## src/rtl/tick_chk_pkg.sv

```systemverilog
// Shared types and defaults for the tick period checker.
package tick_chk_pkg;

  typedef enum logic [1:0] {IDLE, ACQ, LOCK, FAULT} tchk_state_e;

  localparam int unsigned DEF_EXP_PERIOD = 100001;
  localparam int unsigned DEF_TOL        = 16;
  localparam int unsigned DEF_LOCK_N     = 2;
  localparam int unsigned DEF_CBITS      = 17;

  // True when p lies in [exp_p-tol, exp_p+tol]. The lower bound is written as
  // p+tol >= exp_p so it cannot underflow when tol > exp_p.
  function automatic logic win_ok(input int unsigned p,
                                  input int unsigned exp_p,
                                  input int unsigned tol);
    return ((p + tol) >= exp_p) && (p <= (exp_p + tol));
  endfunction

endpackage

```

## src/rtl/tick_interval_cnt.sv

```systemverilog
// Interval counter for the tick checker: saturating cycle count since the
// last tick, previous-cycle tick for double-tick detection, timeout compare.
module tick_interval_cnt
  import tick_chk_pkg::*;
#(
  parameter int unsigned EXP_PERIOD = DEF_EXP_PERIOD,
  parameter int unsigned TOL        = DEF_TOL,
  parameter int unsigned CBITS      = DEF_CBITS
) (
  input  logic             clk,
  input  logic             rst,
  input  logic             tick,
  input  logic             clr,
  output logic [CBITS-1:0] cnt,
  output logic             dbl,
  output logic             timeout
);

  localparam logic [CBITS-1:0] CMAX = '1;
  localparam logic [CBITS-1:0] TMO  = CBITS'(EXP_PERIOD + TOL + 1);

  logic [CBITS-1:0] cnt_q, cnt_d;
  logic             tick_d_q, tick_d_d;

  // Next count: clr zeroes, a tick restarts at 1, otherwise count up and stick at max.
  always_comb begin
    cnt_d    = cnt_q;
    tick_d_d = tick;
    if (clr)                cnt_d = '0;
    else if (tick)          cnt_d = CBITS'(1);
    else if (cnt_q != CMAX) cnt_d = cnt_q + CBITS'(1);
  end

  // Counter and delayed-tick registers.
  always_ff @(posedge clk) begin
    if (rst) begin
      cnt_q    <= '0;
      tick_d_q <= 1'b0;
    end else begin
      cnt_q    <= cnt_d;
      tick_d_q <= tick_d_d;
    end
  end

  assign cnt     = cnt_q;
  assign dbl     = tick & tick_d_q;
  assign timeout = (cnt_q == TMO);

endmodule

```

## config.mk

```make
export PLATFORM = sky130hd
export DESIGN_NAME = tick_interval_cnt
export DESIGN_NICKNAME = d
export VERILOG_FILES = /design/src/rtl/tick_chk_pkg.sv /design/src/rtl/tick_interval_cnt.sv
export SDC_FILE = /design/constraint.sdc
export NUM_CORES = 1
export LEC_CHECK = 0
export CAP_MARGIN = 0
export CORE_MARGIN = 1.5
export CORE_UTILIZATION = 30
export DETAILED_ROUTE_END_ITERATION = 10
export SETUP_SLACK_MARGIN = 0.02
export SYNTH_ARGS = -nofsm -noshare
export SYNTH_HDL_FRONTEND = slang
export SYNTH_SLANG_ARGS = --single-unit
```

## constraint.sdc

```tcl
create_clock -name clk -period 3.2 [get_ports clk]
set_input_delay 0.96 -clock clk [delete_from_list [all_inputs] [get_ports clk]]
set_output_delay 0.96 -clock clk [all_outputs]
set_load 0.01 [all_outputs]
```

==> results of run 1 <==
==> where the power goes <==
group          total [mW]  internal [mW]  switching, mW  leakage (nW)
clock network       0.144         0.0695         0.0742        0.0210
logic              0.0194         0.0105        0.00885         0.289
registers           0.228          0.226        0.00200         0.145
total               0.391          0.306         0.0851         0.455
==> Yosys cell counts (all sizes together) <==
master	number
nand3b	1
mux2	1
nor2	10
a21oi	5
o31ai	1
o21ai	3
nand4	5
xor2	2
nand4b	4
ha	3
nor4	8
clkbuf	1
nand2	8
and2	1
xnor2	2
mux2i	7
buf	4
or3	4
nor2b	2
nand3	3
dfxtp	18
nand2b	6
inv	4
nor3	4
or4	1
==> path summary, 6_finish.rpt <==
path | slack (ns) | cells after the start | to
hold reg to reg | 0.52 | 2 | cnt[15]
setup / recovery | 0.16 | 3 | dbl
setup reg to reg | 0.82 | 6 | cnt[8]
hold / removal | 0.52 | 2 | cnt[15]
==> registers in the layout (all words and copies together) (netlist names) <==
name / flops
cnt: 17
tick_d_q: 1
==> cell usage in the layout, fill, tap and decap left out, drive strengths merged, types with 4 or more instances in the layout <==
cell type / count
a21oi: 5
clkbuf: 4
clkdlybuf4s50: 22
dfxtp: 18
inv: 4
mux2i: 7
nand2: 8
nand2b: 6
nand4: 5
nand4b: 4
nor2: 10
nor3: 4
nor4: 8
or3: 4
==> cell families (layout without fill, tap and decap cells) <==
group / Yosys count / count (layout) / synth area share (%)
DFF: 18 / 18 / 36.09
buffers and inverters: 9 / 32 / 4.510
adders and majority gates: 3 / 3 / 3.760
and+or+nand+nor: 57 / 57 / 39.22
xor gates and xnor gates: 4 / 4 / 3.509
muxes: 8 / 8 / 8.146
AOI/OAI and AO/OA: 9 / 9 / 4.761
==> layout make-up <==
cell class	instances	area (um2)	area share, %
Multi-Input combinational cell	81	593.1	45.80
Timing Repair Buffer	24	235.2	18.16
Clock buffer	4	36.28	2.802
Inverter	4	15.01	1.159
Sequential cell	18	360.3	27.83
Tap cell	44	55.05	4.251
==> metal layers <==
metal  up-vias  GRT usage [%]  wire length, um
met2        25          20.28              975
met5         -              0                0
li1        435              -                -
met1       405          17.62              983
met3         3          2.132               85
met4         0          6.522               25
==> critical path, stage by stage <==
cell	delay (ns)
clkdlybuf4s50_1	0.47
and2_1	0.12
clkdlybuf4s50_1	0.53
==> flow_summary.yaml, run 1 <==
worst_setup_path:
  cp_max_fo: 2
  worstPathRequired_ns: 2.24
  r2r-start: "cnt[3]"
  crit_start: "tick"
  start_kind: "input port"
  end_kind: "primary output"
  crit_type: "in -> out"
  cp_data_arrival_time_ns: 2.08
routing:
  vias: 868
  avgRoutedWirePerCell_um: 11.82
  wirelength_um: 2069
  ant_nets: 0
  first_pass_iters: 4
  viasPerCell: 4.960
  drc_errors: 0
  drtIter0Drc: 44
floorplanning:
  die_x_um: 60.69
  initial_core_util_pct: 32.18
  die_h_um: 60.69
  ios: 23
  core_um2: 3103
  die_area_um2: 3683
  rows: 20
min_path:
  hold_class: "reg -> reg"
  hp-start: "cnt[15]"
timing:
  holdWs_ns: 0.5156
  relSlewSlack_pct: 72.27
  rsz0062_at_grt: "false"
  tns_ns: 0
  finalSetupViolations: 0
  maxClockFrequency_ghz: 0.3294
  worst_slack_ns: 0.1638
  hold_viol: 0
  skew_ns: 0.007297
  slew_viol_final: 0
  finalCriticalPeriod_ns: 3.036
  tightest_slew_ns: 0.4160
  fin_crit_sh_pct: 94.88
layout:
  antenna_cells: 0
  layout.cells.non_filler: 175
  design_area_um2: 1295
  final_nets: 139
  finish.utilization_pct: 41.73
  syn2layout_area_growth_pct: 29.70
  n_fill_cell: 341
  drive_gt1_share_pct: 12.21
global_routing:
  grt_max_degree: 13
  grt_antenna_before_repair: 0
  grt_pass1_wl_um: 3588
  grt-ovfl-total: 0
  grt_pass1_vias: 803
  grt_usage_pct: 13.09
logic_synthesis:
  synth_nets: 115
  ys_ff_latch: 18
  yosys.area.top_type: "dfxtp_1"
  syn_inst: 108
  yosysSeqAreaShare_pct: 36.09
  synth_top_area_share_pct: 36.09
  syn-mean-instance-area_um2: 9.245
  synth_area_leaders: "dfxtp_1 36%, nor4_2 7.5%, mux2i_1 7.0%"
  syn_area_um2: 998.5
  ys_warn_count: 0
  synth_cell_types: 30
place:
  placedCellCount: 171
  dp_hpwl_um: 1521
  post_dp_cell_area_um2: 1259
  dp_slack_ns: 0.1583
  globalplace.congestion: 0.7567
  portBuffers: 22
power_and_ir_drop:
  p_total_mw: 0.3906
  power.leakage_nw: 0.4551
  p_per_area_nw_per_um2: 301.7
  peakVddDrop_uv: 109.9
clocking:
  cts-root-buf: "clkbuf_4"
  cts_resized: 0
  clock_sinks: 18
  cts_buffers: 3
  cts_tree: "done"
  hold_buffers: 0
  post_cts_buffers: 0
  path_clk_slew_ns: 0.11
  clk_latency_ns: 0.30
  htreeDepth: 1
  clock_path_buffers: 2
run:
  drv_cap: 0
run_status:
  status: "finished, final reports clean"
No activity file was read; power rests on OpenSTA's default activity.
==> run 2, diff against run 1 <==
==> constraint.sdc (replaced) <==
create_clock -name clk -period 2.85 [get_ports clk]
set_input_delay 0.855 -clock clk [delete_from_list [all_inputs] [get_ports clk]]
set_output_delay 0.855 -clock clk [all_outputs]
set_load 0.01 [all_outputs]
==> run 2 against run 1 <==
  * Routed wire length is 3.4% higher
  * Die area stayed put
  * Clock skew is 0.0029 ns lower
  * Highest routed layer unchanged
  * Flip-flop and latch count stayed put
  * Non-clock buffer count is 2 higher
  * Sequential share of layout area is 0.35 points lower
  * Utilization is 0.69 points higher
  * First-iteration DRC count is 9.1% lower
  * Register-to-register slack worse by 0.21 ns
  * Clock power is 13% higher
  * Critical path depth is 1 higher
==> flow_summary.yaml, run 2 (same netlist as run 1, synthesis figures left out) <==
layout:
  layout_commonest_cell: "clkdlybuf4s50_1"
  drive_gt1_share_pct: 15.04
  design_area_um2: 1316
  finish.utilization_pct: 42.42
  most-common-layout-cells: "21 x clkdlybuf4s50_1, 17 x dfxtp_1, 10 x nor2_1, 8 x nand2_1"
  multi_input_area_um2: 599.3
  largest_reg_flops: 17
  layout.cells.non_filler: 177
  seqCellArea_um2: 361.6
  final_nets: 141
  antenna_cells: 0
  n_fill_cell: 328
  syn2layout_area_growth_pct: 31.83
timing:
  skew_ns: 0.004404
  finalCriticalPeriod_ns: 2.703
  worst_slack_ns: 0.1473
  tightest_slew_ns: 0.4180
  rsz0062_at_grt: "false"
  finalSetupViolations: 0
  relSlewSlack_pct: 72.13
  maxClockFrequency_ghz: 0.3700
  tns_ns: 0
  hold_viol: 0
  fin_crit_sh_pct: 94.83
  slew_viol_final: 0
worst_setup_path:
  end_kind: "primary output"
  critPathMaxStageDelay_ns: 0.56
  crit_start: "cnt[8]"
  cp_top_family: "simple AND/OR/NAND/NOR gates"
  cp_data_arrival_time_ns: 1.85
  start_kind: "flop"
  cp_num_buf_inv: 1
  cp_max_fo: 6
  crit_type: "reg -> out"
  worstPathRequired_ns: 2.00
  cp_slowest_cell: "clkdlybuf4s50_1"
  path_cells: "nor4_2 -> nand4_1 -> nor3_1 -> clkdlybuf4s50_1"
  r2r-start: "cnt[0]"
place:
  placedCellCount: 173
  dp_slack_ns: 0.02292
  post_dp_cell_area_um2: 1274
  portBuffers: 22
  globalplace.congestion: 0.7479
  dp_hpwl_um: 1523
global_routing:
  grt_pass1_wl_um: 3491
  grt_max_degree: 13
  grt-ovfl-total: 0
  grt_antenna_before_repair: 0
  grt_usage_pct: 12.92
  grt_pass1_vias: 776
floorplanning:
  die_area_um2: 3683
  core_um2: 3103
  initial_core_util_pct: 32.18
  die_x_um: 60.69
  die_h_um: 60.69
  ios: 23
  rows: 20
power_and_ir_drop:
  peakVddDrop_uv: 179.7
  power.leakage_nw: 0.4708
  p_per_area_nw_per_um2: 333.9
routing:
  ant_nets: 0
  vias: 867
  drc_errors: 0
  first_pass_iters: 4
  avgRoutedWirePerCell_um: 12.09
  viasPerCell: 4.898
  wirelength_um: 2140
  drtIter0Drc: 40
run:
  drv_cap: 0
clocking:
  htreeDepth: 1
  clk_latency_ns: 0.30
  cts_tree: "done"
  clock_path_buffers: 2
  clock_sinks: 18
  cts-root-buf: "clkbuf_4"
  path_clk_slew_ns: 0.11
  cts_buffers: 3
run_status:
  status: "finished, final reports clean"
min_path:
  hold_class: "reg -> reg"
  hp-start: "cnt[13]"
-- run 2: cell count changes in the layout (fill, tap and decap cells not counted), sizes merged --
cell | previous run | this run
buf | 2 | 4
clkdlybuf4s50 | 22 | 21
dlygate4sd2 | 0 | 1
-- run 2: path summary, 6_finish.rpt --
kind	slack (ns)	cells after the start	endpoint
worst max-delay path	0.15	4	timeout
worst min-delay path	0.52	2	cnt[13]
worst max register to register	0.61	7	cnt[8]
worst min register to register	0.52	2	cnt[13]
-- run 2: area by class of cell --
| cell class | instances | area share, % |
|---|---|---|
| Sequential cell | 18 | 27.47 |
| Multi-Input combinational cell | 81 | 45.53 |
| Timing Repair Buffer | 26 | 18.92 |
| Clock buffer | 4 | 2.757 |
| Inverter | 4 | 1.141 |
| Tap cell | 44 | 4.183 |
-- run 2: timing repair --
| action | in CTS | in global routing |
|---|---|---|
| pin swaps | 0 | 0 |
| setup endpoints to repair | 1 | 1 |
| gates resized for setup | 1 | 2 |
| hold buffers | 0 | 0 |
| buffers inserted | 0 | 0 |
-- run 2: worst reg2reg max path, cell delays in order (launching register included) --
cell	delay (ns)
dfxtp_1	0.46
ha_1	0.32
nand4_1	0.13
nor4_1	0.21
ha_1	0.40
nand3b_4	0.25
nor3_1	0.07
mux2_1	0.30
-- run 2: metal layers --
layer	vias up	GRT usage, %	wire length [um]
li1	438	-	-
met1	401	18.16	1047
met2	26	19.20	981
met3	2	1.919	101
met4	0	6.522	10
met5	-	0	0
-- run 2: stage by stage --
step	power [mW]	hold WS [ns]
floorplan	0.2713	0.5104
global route	0.4588	0.5460
detailed placement	0.2836	0.5046
finish	0.4395	0.5180
CTS	0.4456	0.5194
global placement	0.2828	0.4976
-- run 2: report_power, final --
group	internal [mW]	total, mW	leakage (nW)	switching (mW)
Combinational	0.0115	0.0217	0.304	0.0101
Sequential	0.253	0.255	0.146	0.00216
Clock	0.0779	0.162	0.0210	0.0845
Total	0.343	0.439	0.471	0.0968
